## config.mk

```make
export PLATFORM = sky130hd
export DESIGN_NAME = fetch_prefetch_unit_flat
export DESIGN_NICKNAME = d
export VERILOG_FILES = /design/src/rtl/fetch_prefetch_unit_if.sv /design/src/rtl/fetch_prefetch_unit.sv /design/src/flat_wrapper.sv
export SDC_FILE = /design/constraint.sdc
export NUM_CORES = 1
export LEC_CHECK = 0
export ABC_CLOCK_PERIOD_IN_PS = 3700
export CORE_MARGIN = 2
export CORE_UTILIZATION = 51
export CTS_BUF_LIST = sky130_fd_sc_hd__clkbuf_8
export DETAILED_ROUTE_END_ITERATION = 16
export PLACE_DENSITY = 0.84
export SKIP_CTS_REPAIR_TIMING = 1
export SLEW_MARGIN = 20
export SYNTH_ARGS = -nofsm -noshare
export SYNTH_HDL_FRONTEND = slang
export SYNTH_SLANG_ARGS = --single-unit
```

## constraint.sdc

```tcl
create_clock -name clk -period 3.7 [get_ports clk]
set_clock_uncertainty 0.15 [all_clocks]
set_input_delay 0.37 -clock clk [delete_from_list [all_inputs] [get_ports clk]]
set_output_delay 0.37 -clock clk [all_outputs]
set_load 0.02 [all_outputs]
```

## src/rtl/fetch_prefetch_unit_if.sv

```systemverilog
// Bundles the imem request/response bus and the decoder-facing instruction stream.
// The master modport is the fetch unit; the slave modport is the memory/decoder side.
interface fetch_prefetch_unit_if #(
    parameter int unsigned ADDR_WIDTH = 32,
    parameter int unsigned WORD_WIDTH = 32
);
    logic                  imem_valid_o;
    logic                  imem_ready_i;
    logic [ADDR_WIDTH-1:0] imem_addr_o;
    logic [WORD_WIDTH-1:0] imem_wdata_o;
    logic [3:0]            imem_we_o;
    logic [WORD_WIDTH-1:0] imem_rdata_i;

    logic [WORD_WIDTH-1:0] instr_o;
    logic [ADDR_WIDTH-1:0] instr_addr_o;
    logic                  instr_valid_o;
    logic                  instr_ready_i;

    modport master (
        output imem_valid_o,
        output imem_addr_o,
        output imem_wdata_o,
        output imem_we_o,
        input  imem_ready_i,
        input  imem_rdata_i,
        output instr_o,
        output instr_addr_o,
        output instr_valid_o,
        input  instr_ready_i
    );

    modport slave (
        input  imem_valid_o,
        input  imem_addr_o,
        input  imem_wdata_o,
        input  imem_we_o,
        output imem_ready_i,
        output imem_rdata_i,
        input  instr_o,
        input  instr_addr_o,
        input  instr_valid_o,
        output instr_ready_i
    );
endinterface

```

## src/rtl/fetch_prefetch_unit.sv

```systemverilog
// Prefetching fetch stage: DEPTH-entry {addr, instr} FIFO between imem and the decoder.
// Macro FETCH_BYPASS_EN forwards a response straight to the decoder when the FIFO is empty.
module fetch_prefetch_unit #(
    parameter int unsigned           ADDR_WIDTH = 32,
    parameter int unsigned           WORD_WIDTH = 32,
    parameter int unsigned           DEPTH      = 4,
    parameter logic [ADDR_WIDTH-1:0] RESET_ADDR = '0
) (
    input  logic                  clk,
    input  logic                  rst_n,
    input  logic                  req_i,
    input  logic [ADDR_WIDTH-1:0] target_addr_i,
    input  logic                  target_valid_i,
    fetch_prefetch_unit_if.master bus
);
    localparam int unsigned     PtrW     = (DEPTH > 1) ? $clog2(DEPTH) : 1;
    localparam int unsigned     CntW     = $clog2(DEPTH + 1);
    localparam logic [CntW-1:0] DepthCnt = CntW'(DEPTH);

    typedef enum logic [1:0] {StIdle, StBusy, StDiscard} state_e;

    state_e                state_q, state_d;
    logic [ADDR_WIDTH-1:0] fetch_pc_q, fetch_pc_d;
    logic [ADDR_WIDTH-1:0] hold_addr_q, hold_addr_d;
    logic [CntW-1:0]       count_q, count_d;
    logic [PtrW-1:0]       rd_ptr_q, rd_ptr_d;
    logic [PtrW-1:0]       wr_ptr_q, wr_ptr_d;
    logic [ADDR_WIDTH-1:0] addr_mem_q [DEPTH];
    logic [WORD_WIDTH-1:0] data_mem_q [DEPTH];

    logic                  fifo_empty;
    logic                  issue_idle;
    logic                  imem_valid;
    logic                  hs;
    logic                  bypass;
    logic                  bypass_take;
    logic                  push;
    logic                  pop;
    logic [ADDR_WIDTH-1:0] target_aligned;

    assign fifo_empty     = (count_q == '0);
    assign target_aligned = {target_addr_i[ADDR_WIDTH-1:2], 2'b00};

    // A request is live in BUSY/DISCARD, or starts combinationally from IDLE.
    assign issue_idle = (state_q == StIdle) && req_i && (count_q < DepthCnt);
    assign imem_valid = issue_idle || (state_q != StIdle);
    assign hs         = imem_valid && bus.imem_ready_i;

    assign bus.imem_valid_o = imem_valid;
    assign bus.imem_addr_o  = (state_q == StDiscard) ? hold_addr_q : fetch_pc_q;
    assign bus.imem_wdata_o = '0;
    assign bus.imem_we_o    = 4'b0000;

`ifdef FETCH_BYPASS_EN
    assign bypass = fifo_empty && (state_q != StDiscard) && !target_valid_i && hs;
`else
    assign bypass = 1'b0;
`endif
    assign bypass_take = bypass && bus.instr_ready_i;

    // Redirect flushes the FIFO, so both a same-cycle push and pop are suppressed.
    assign push = hs && (state_q != StDiscard) && !target_valid_i && !bypass_take;
    assign pop  = !fifo_empty && bus.instr_ready_i && !target_valid_i;

    always_comb begin
        bus.instr_valid_o = !fifo_empty || bypass;
        bus.instr_o       = '0;
        bus.instr_addr_o  = '0;
        if (bypass) begin
            bus.instr_o      = bus.imem_rdata_i;
            bus.instr_addr_o = fetch_pc_q;
        end else if (!fifo_empty) begin
            bus.instr_o      = data_mem_q[rd_ptr_q];
            bus.instr_addr_o = addr_mem_q[rd_ptr_q];
        end
    end

    always_comb begin
        count_d  = count_q;
        rd_ptr_d = rd_ptr_q;
        wr_ptr_d = wr_ptr_q;
        if (target_valid_i) begin
            count_d  = '0;
            rd_ptr_d = '0;
            wr_ptr_d = '0;
        end else begin
            if (push) begin
                wr_ptr_d = wr_ptr_q + PtrW'(1);
            end
            if (pop) begin
                rd_ptr_d = rd_ptr_q + PtrW'(1);
            end
            if (push && !pop) begin
                count_d = count_q + CntW'(1);
            end else if (pop && !push) begin
                count_d = count_q - CntW'(1);
            end
        end
    end

    always_comb begin
        state_d     = state_q;
        fetch_pc_d  = fetch_pc_q;
        hold_addr_d = hold_addr_q;
        unique case (state_q)
            StIdle, StBusy: begin
                if (target_valid_i) begin
                    fetch_pc_d = target_aligned;
                    // An unanswered request cannot be withdrawn; wait it out and drop it.
                    if (imem_valid && !bus.imem_ready_i) begin
                        state_d     = StDiscard;
                        hold_addr_d = fetch_pc_q;
                    end else begin
                        state_d = StIdle;
                    end
                end else if (hs) begin
                    fetch_pc_d = fetch_pc_q + ADDR_WIDTH'(4);
                    state_d    = (req_i && (count_d < DepthCnt)) ? StBusy : StIdle;
                end else if (issue_idle) begin
                    state_d = StBusy;
                end
            end
            StDiscard: begin
                if (target_valid_i) begin
                    fetch_pc_d = target_aligned;
                end
                if (bus.imem_ready_i) begin
                    state_d = StIdle;
                end
            end
            default: state_d = StIdle;
        endcase
    end

    always_ff @(posedge clk or negedge rst_n) begin
        if (!rst_n) begin
            state_q     <= StIdle;
            fetch_pc_q  <= RESET_ADDR;
            hold_addr_q <= RESET_ADDR;
            count_q     <= '0;
            rd_ptr_q    <= '0;
            wr_ptr_q    <= '0;
        end else begin
            state_q     <= state_d;
            fetch_pc_q  <= fetch_pc_d;
            hold_addr_q <= hold_addr_d;
            count_q     <= count_d;
            rd_ptr_q    <= rd_ptr_d;
            wr_ptr_q    <= wr_ptr_d;
        end
    end

    // Storage needs no reset: outputs are masked while the FIFO is empty.
    always_ff @(posedge clk) begin
        if (push) begin
            addr_mem_q[wr_ptr_q] <= fetch_pc_q;
            data_mem_q[wr_ptr_q] <= bus.imem_rdata_i;
        end
    end
endmodule

```

## src/flat_wrapper.sv

```systemverilog
// flat-port wrapper written by rule: the top's interface ports become plain ports
module fetch_prefetch_unit_flat 
#(
    parameter int unsigned           ADDR_WIDTH = 32,
    parameter int unsigned           WORD_WIDTH = 32,
    parameter int unsigned           DEPTH      = 4,
    parameter logic [ADDR_WIDTH-1:0] RESET_ADDR = '0
)
  (clk, rst_n, req_i, target_addr_i, target_valid_i, bus_imem_valid_o, bus_imem_addr_o, bus_imem_wdata_o, bus_imem_we_o, bus_imem_ready_i, bus_imem_rdata_i, bus_instr_o, bus_instr_addr_o, bus_instr_valid_o, bus_instr_ready_i);
  fetch_prefetch_unit_if #(.ADDR_WIDTH(ADDR_WIDTH), .WORD_WIDTH(WORD_WIDTH)) bus_i ();
  input  logic clk;
  input  logic rst_n;
  input  logic req_i;
  input  logic [ADDR_WIDTH-1:0] target_addr_i;
  input  logic target_valid_i;
  output wire logic [$bits(bus_i.imem_valid_o)-1:0] bus_imem_valid_o;
  output wire logic [$bits(bus_i.imem_addr_o)-1:0] bus_imem_addr_o;
  output wire logic [$bits(bus_i.imem_wdata_o)-1:0] bus_imem_wdata_o;
  output wire logic [$bits(bus_i.imem_we_o)-1:0] bus_imem_we_o;
  input wire logic [$bits(bus_i.imem_ready_i)-1:0] bus_imem_ready_i;
  input wire logic [$bits(bus_i.imem_rdata_i)-1:0] bus_imem_rdata_i;
  output wire logic [$bits(bus_i.instr_o)-1:0] bus_instr_o;
  output wire logic [$bits(bus_i.instr_addr_o)-1:0] bus_instr_addr_o;
  output wire logic [$bits(bus_i.instr_valid_o)-1:0] bus_instr_valid_o;
  input wire logic [$bits(bus_i.instr_ready_i)-1:0] bus_instr_ready_i;
  assign bus_imem_valid_o = bus_i.imem_valid_o;
  assign bus_imem_addr_o = bus_i.imem_addr_o;
  assign bus_imem_wdata_o = bus_i.imem_wdata_o;
  assign bus_imem_we_o = bus_i.imem_we_o;
  assign bus_i.imem_ready_i = bus_imem_ready_i;
  assign bus_i.imem_rdata_i = bus_imem_rdata_i;
  assign bus_instr_o = bus_i.instr_o;
  assign bus_instr_addr_o = bus_i.instr_addr_o;
  assign bus_instr_valid_o = bus_i.instr_valid_o;
  assign bus_i.instr_ready_i = bus_instr_ready_i;
  fetch_prefetch_unit #(.ADDR_WIDTH(ADDR_WIDTH), .WORD_WIDTH(WORD_WIDTH), .DEPTH(DEPTH), .RESET_ADDR(RESET_ADDR)) u_core (.clk(clk), .rst_n(rst_n), .req_i(req_i), .target_addr_i(target_addr_i), .target_valid_i(target_valid_i), .bus(bus_i));
endmodule
```

# ---- Word level (Yosys, flattened, before mapping)
# Memories as Yosys holds them, arrays and structs flattened.
# Index checks and enable logic that the tools add are counted.
dict set report word_totals {
  wordCells 72
  out_inout_bits 134
  mem_bits_rw 256
  latchBits 0
  regBits 73
  mem_bits_ro 0
  n_memories 2
}
# memory words word_bits rd rd_clocked_by_memory_dff wr line_no
set mem_list {}
lappend mem_list {u_core.addr_mem_q 4 32 1 0 1 fetch_prefetch_unit.sv:28} ;# logic [ADDR_WIDTH-1:0] addr_mem_q [DEPTH];
lappend mem_list {u_core.data_mem_q 4 32 1 0 1 fetch_prefetch_unit.sv:29} ;# logic [WORD_WIDTH-1:0] data_mem_q [DEPTH];
dict set report op_classes {
  bitwise 0
  shift 0
  n_mul 0
  magnitude_cmp 2
  muxes 23
  div_mod_pow 0
  reduce_logical 27
  eq_ne 7
  add_sub_neg 5
}
# op n
set op_table {}
lappend op_table {{$mux 32} 6}
lappend op_table {{$pmux 32 s2} 1}
lappend op_table {{$add 32x3->32 const B} 1}
lappend op_table {{$mux 2} 9}
lappend op_table {{$logic_and 1x1->1} 11}
lappend op_table {{$mux 3} 3}
lappend op_table {{$reduce_bool 2->1} 4}
lappend op_table {{$lt 3x3->1 const B} 2}
lappend op_table {{$ne 2x2->1 const B} 3}
lappend op_table {{$reduce_and 3->1} 2}
lappend op_table {{$logic_not 1->1} 5}
lappend op_table {{$add 2x1->2 const B} 2}
lappend op_table {{$ne 4x2->1 const B} 1}
lappend op_table {{$pmux 2 s2} 1}
lappend op_table {{$add 3x1->3 const B} 1}
lappend op_table {{$logic_not 3->1} 1}
lappend op_table {{$mux 1} 3}
lappend op_table {{$ne 3x2->1 const B} 1}
lappend op_table {{$sub 3x1->3 const B} 1}
lappend op_table {{$eq 2x1->1 const B} 1}
lappend op_table {{$eq 2x2->1 const B} 1}
lappend op_table {{$logic_not 2->1} 1}
lappend op_table {{$reduce_and 2->1} 1}
lappend op_table {{$reduce_or 2->1} 1}
lappend op_table {{$logic_or 1x1->1} 1}

# ---- Depth between registers and ports, before layout
dict set report depth {
  depth_word 18
  depth_mapped 8
  depth_no_buf 8
}

# ---- Worst setup path before layout
# No wires, ideal clock.
dict set report synth_path {
  kind {flip-flop to flip-flop}
  from {reg u_core.state_q[1]}
  to {mem u_core.addr_mem_q[2][10], enable pin}
  n_path_buf 2
  setup_ns 0.426
  stages_incl_launch_ff 7
  arrival_ns 2.951
  period_less_slack_ns 3.527
  path_slack_ns 0.173
  cell_sequence {dfrtp_1 > nor2b_1 > clkbuf_1 > nor2_1 > clkbuf_1 > and3_1 > and2_1}
}
dict set report synth_via {
  elab_chain_len 9
  elab_cells_between_ends 11
}
# element line_no
set synth_lines {}
lappend synth_lines {{from (decl)} fetch_prefetch_unit.sv:22} ;# state_e state_q, state_d;
lappend synth_lines {{from (signal assigned)} fetch_prefetch_unit.sv:137} ;# state_q <= StIdle;
lappend synth_lines {{from (signal assigned)} fetch_prefetch_unit.sv:144} ;# state_q <= state_d;
lappend synth_lines {{$logic_not 2->1} fetch_prefetch_unit.sv:45} ;# assign issue_idle = (state_q == StIdle) && req_i && (count_q < DepthCnt);
lappend synth_lines {{$logic_and 1x1->1 (2 in series)} fetch_prefetch_unit.sv:45}
lappend synth_lines {{$logic_or 1x1->1} fetch_prefetch_unit.sv:46} ;# assign imem_valid = issue_idle || (state_q != StIdle);
lappend synth_lines {{$logic_and 1x1->1} fetch_prefetch_unit.sv:47} ;# assign hs = imem_valid && bus.imem_ready_i;
lappend synth_lines {{$logic_and 1x1->1 (*) (2 in series)} fetch_prefetch_unit.sv:62} ;# assign push = hs && (state_q != StDiscard) && !target_valid_i && !bypass_take;
lappend synth_lines {{$mux 1 (*)} fetch_prefetch_unit.sv:155} ;# if (push) begin
lappend synth_lines {{$mux 1 (implied by the code) (*)} fetch_prefetch_unit.sv:156} ;# addr_mem_q[wr_ptr_q] <= fetch_pc_q;
lappend synth_lines {{to (decl)} fetch_prefetch_unit.sv:28}
# Mark *: on every way between the ends. The rest lies on a longest branch, timed or not.

# ---- Worst setup path after layout
dict set report layout_path {
  from {reg u_core.count_q[1]}
  to {out bus_instr_addr_o[9]}
}
dict set report layout_via {
  elab_chain_len 2
}
# element line_no
set layout_lines {}
lappend layout_lines {{from (decl)} fetch_prefetch_unit.sv:25} ;# logic [CntW-1:0] count_q, count_d;
lappend layout_lines {{from (signal assigned)} fetch_prefetch_unit.sv:147} ;# count_q <= count_d;
lappend layout_lines {{$logic_not 3->1} fetch_prefetch_unit.sv:41} ;# assign fifo_empty = (count_q == '0);
lappend layout_lines {{$mux 32} fetch_prefetch_unit.sv:72} ;# end else if (!fifo_empty) begin
lappend layout_lines {{to (decl)} flat_wrapper.sv:23} ;# output wire logic [$bits(bus_i.instr_addr_o)-1:0] bus_instr_addr_o;
# No other way between the ends.

==> reports/metrics.yaml <==
die_area_sq_um: 27880
yosys_warnings: 0
routed_wl_um: 28440
drv_cap: 0
num_rows: 59
netlist_instances: 839
dpl-instance-area_sq_um: 15530
r2r-start: "u_core.fetch_pc_q[8]$_DFFE_PN0P_"
ant_nets: 0
drc: 0
fill_cells: 1884
swShare_pct: 31.51
path_class: "flip-flop to primary output"
synth.distinct_cells: 52
wl_per_cell_um: 20.22
io_buffer_count: 161
p_per_area_nw_per_um2: 678.8
ys_top_cells_by_area: "edfxtp_1 (55%), dfrtp_1 (13%), mux4_2 (10%), mux2_2 (4.4%), and2_1 (3.1%)"
critPathSlowestCell: "clkdlybuf4s50_1"
routed-wl-met3_um: 1723
routed-wl-met2_um: 13650
drive_gt1_share_pct: 21.01
maxUsedRoutingLayer: "met4"
endpoint_kind: "primary output"
grt_first_pass_wirelength_um: 44790
finalNetCount: 1111
post-route-min-period_ns: 3.472
drtIter0Drc: 756
ys_async_sr_fraction_pct: 21.77
finalSetupViolations: 0
initial_core_util_pct: 51.98
fp.dieH_um: 167.0
clk_latency_ns: 0.56
num_vias: 7890
antenna_found_initial: 0
finalHoldViolCount: 0
synth-seq-area-share_pct: 67.73
run_status: "complete, no violations"
cts-htree-levels: 2
startpoint: "u_core.count_q[1]$_DFFE_PN0P_"
grt_start_max_net_pins: 51
cts.sinks: 317
place_hpwl_um: 18320
coreArea_sq_um: 26060
hold_class: "input pin to asynchronous set/reset pin"
reg2reg_slack_ns: 1.07
crit_arrival_ns: 2.95
p_int_mw: 7.666
grt_usage_pct: 20.53
max_stage_delay_ns: 0.61
wl_met1_um: 12480
ys_ff_latch: 317
synth_area_per_cell_sq_um: 16.14
relSlewSlack_pct: 45.32
comb_power_share_pct: 32.4
path_max_fanout: 36
p_total_mw: 11.19
regArea_sq_um: 9179
postLayoutCellArea_sq_um: 16490
crit_path_start_kind: "flip-flop"
synthToLayoutAreaGrowth_pct: 21.73
firstDrtPassIters: 5
fin_util_pct: 63.27
net-switching-power_mw: 3.526
cts.path.max_buffers: 3
multiInputGateArea_sq_um: 4014
cts_buffers: 50
fmax_mhz: 288.0
slew_violations: 0
clk_pin_slew_ns: 0.06
synth-main-ff-cell: "edfxtp_1"
p_leak_nw: 5.709
diodes: 0
min_period_over_period_pct: 93.84
cp_cell_sequence: "inv_1 > ha_1 > nor2b_1 > inv_2 > buf_4 > and2_1 > clkdlybuf4s50_1"
grt_pass1_vias: 8113
max-vdd-ir-drop_mv: 0.4449
fin_setup_tns_ns: 0
tritoncts: "built"
pwr-share-clk_pct: 24.8
regToRegEndpoint: "u_core.fetch_pc_q[29]$_DFFE_PN0P_"
synth_top_cell_by_area: "edfxtp_1"
synth_edf_count: 248
rsz0062_at_grt: "no"
seqPwrFrac_pct: 42.8
clock_tree.root_cell: "clkbuf_8"
place_congestion: 0.8823
globalRouteOverflowTotal: 0
die_w_um: 167.0
netlist.area_leader.share_pct: 54.98
io_pins: 204
reg2regPathDepth: 5
viasPerCell: 5.612
tightest_slew_ns: 0.8140
synth.cell_area_sq_um: 13550
endpoint: "bus_instr_addr_o[9]"
critPathRequiredTime_ns: 3.18
[critical path, delay by kind of cell, from the launching register on]
kind	cells	cell delay, ns
adder cells (fa/ha/maj)	1	0.18
buffers and inverters	4	1.50
flip-flops	1	0.39
AND/OR/NAND/NOR	2	0.31
[synth_stat cells (5+ instances only)]
| cell type | count |
|---|---|
| buf_1 | 5 |
| nor2_1 | 26 |
| mux4_2 | 62 |
| and2_1 | 68 |
| o22ai_1 | 15 |
| a2bb2oi_1 | 10 |
| buf_4 | 40 |
| a21oi_1 | 35 |
| nand2_1 | 37 |
| nand3_1 | 22 |
| buf_2 | 7 |
| inv_1 | 9 |
| dfrtp_1 | 69 |
| nand4_1 | 9 |
| ha_1 | 8 |
| mux2_2 | 53 |
| xnor2_1 | 5 |
| o21ai_0 | 23 |
| edfxtp_1 | 248 |
| clkbuf_1 | 34 |
[stage by stage]
| stage | instances | hold slack [ns] | worst slack (ns) |
|---|---|---|---|
| detailed placement | 1315 | 0.2660 | 0.7734 |
| global route | 1406 | 0.2423 | 0.04031 |
| CTS | 1405 | -0.3395 | 0.1576 |
| finish | 1406 | 0.2257 | 0.2278 |
| floorplan | 878 | -0.07559 | 0.1726 |
| global placement | 1315 | 0.2572 | 0.8247 |
[cell usage in the layout, fill, tap and decap left out, types with 22 or more instances in the layout]
cell type and n:
nand2_1 37, o21ai_0 23, inv_1 22, nor2_1 25, a21oi_1 35, mux4_2 62
edfxtp_1 248, nand3_1 22, conb_1 40, dfrtp_1 67, and2_1 64, mux2_2 53
clkdlybuf4s50_1 160, clkbuf_8 53
[registers in the layout, summed over array words and instances, names as in the netlist]
register,count
u_core.data_mem_q,128
u_core.addr_mem_q,120
u_core.fetch_pc_q,30
u_core.hold_addr_q,30
u_core.count_q,3
u_core.rd_ptr_q,2
u_core.state_q,2
u_core.wr_ptr_q,2
[final cells by class]
cell class / instances / area share [%]
multi-input combinational: 465 / 24.34
inverter: 10 / 0.2277
sequential: 317 / 55.67
clock inverter: 37 / 1.305
tap: 335 / 2.542
timing repair buffer: 189 / 11.49
clock buffer: 53 / 4.424
[how the worst min path moves through the flow]
stage | endpoint | slack, ns | cells past startpoint
after detailed placement | u_core.hold_addr_q[29]$_DFFE_PN0P_ | 0.27 | 1
after global routing | u_core.fetch_pc_q[30]$_DFFE_PN0P_ | 0.24 | 2
after CTS | u_core.fetch_pc_q[30]$_DFFE_PN0P_ | -0.34 | 1
after floorplan | u_core.count_q[0]$_DFFE_PN0P_ | -0.08 | 0
after global placement | u_core.hold_addr_q[29]$_DFFE_PN0P_ | 0.26 | 1
final | u_core.fetch_pc_q[30]$_DFFE_PN0P_ | 0.23 | 2
[cell families after synthesis]
| kind of cell | count (synthesis) | synth area share [%] |
|---|---|---|
| compound gates | 104 | 4.794 |
| xor+xnor | 6 | 0.3880 |
| fa+ha+maj | 9 | 0.8129 |
| other cells | 1 | 0.02768 |
| buf+inv | 96 | 3.833 |
| mux | 117 | 14.86 |
| simple gates | 189 | 7.556 |
| flops | 317 | 67.73 |
[per-layer routing]
layer | vias to the layer above | track usage (%)
met5 | - | 0
met4 | 0 | 6.222
met3 | 47 | 3.779
met2 | 296 | 32.69
met1 | 3997 | 29.20
li1 | 3550 | -
[power by group through the flow]
| stage | Sequential (mW) | Combinational, mW | Clock (mW) |
|---|---|---|---|
| after global placement | 4.82 | 3.60 | 0 |
| after detailed placement | 4.86 | 3.66 | 0 |
| final | 4.79 | 3.62 | 2.78 |
| after floorplan | 4.61 | 2.35 | 0 |
| after CTS | 4.79 | 3.68 | 2.85 |
| after global routing | 4.86 | 3.88 | 3.01 |
Power figures use the tool's default switching activity.
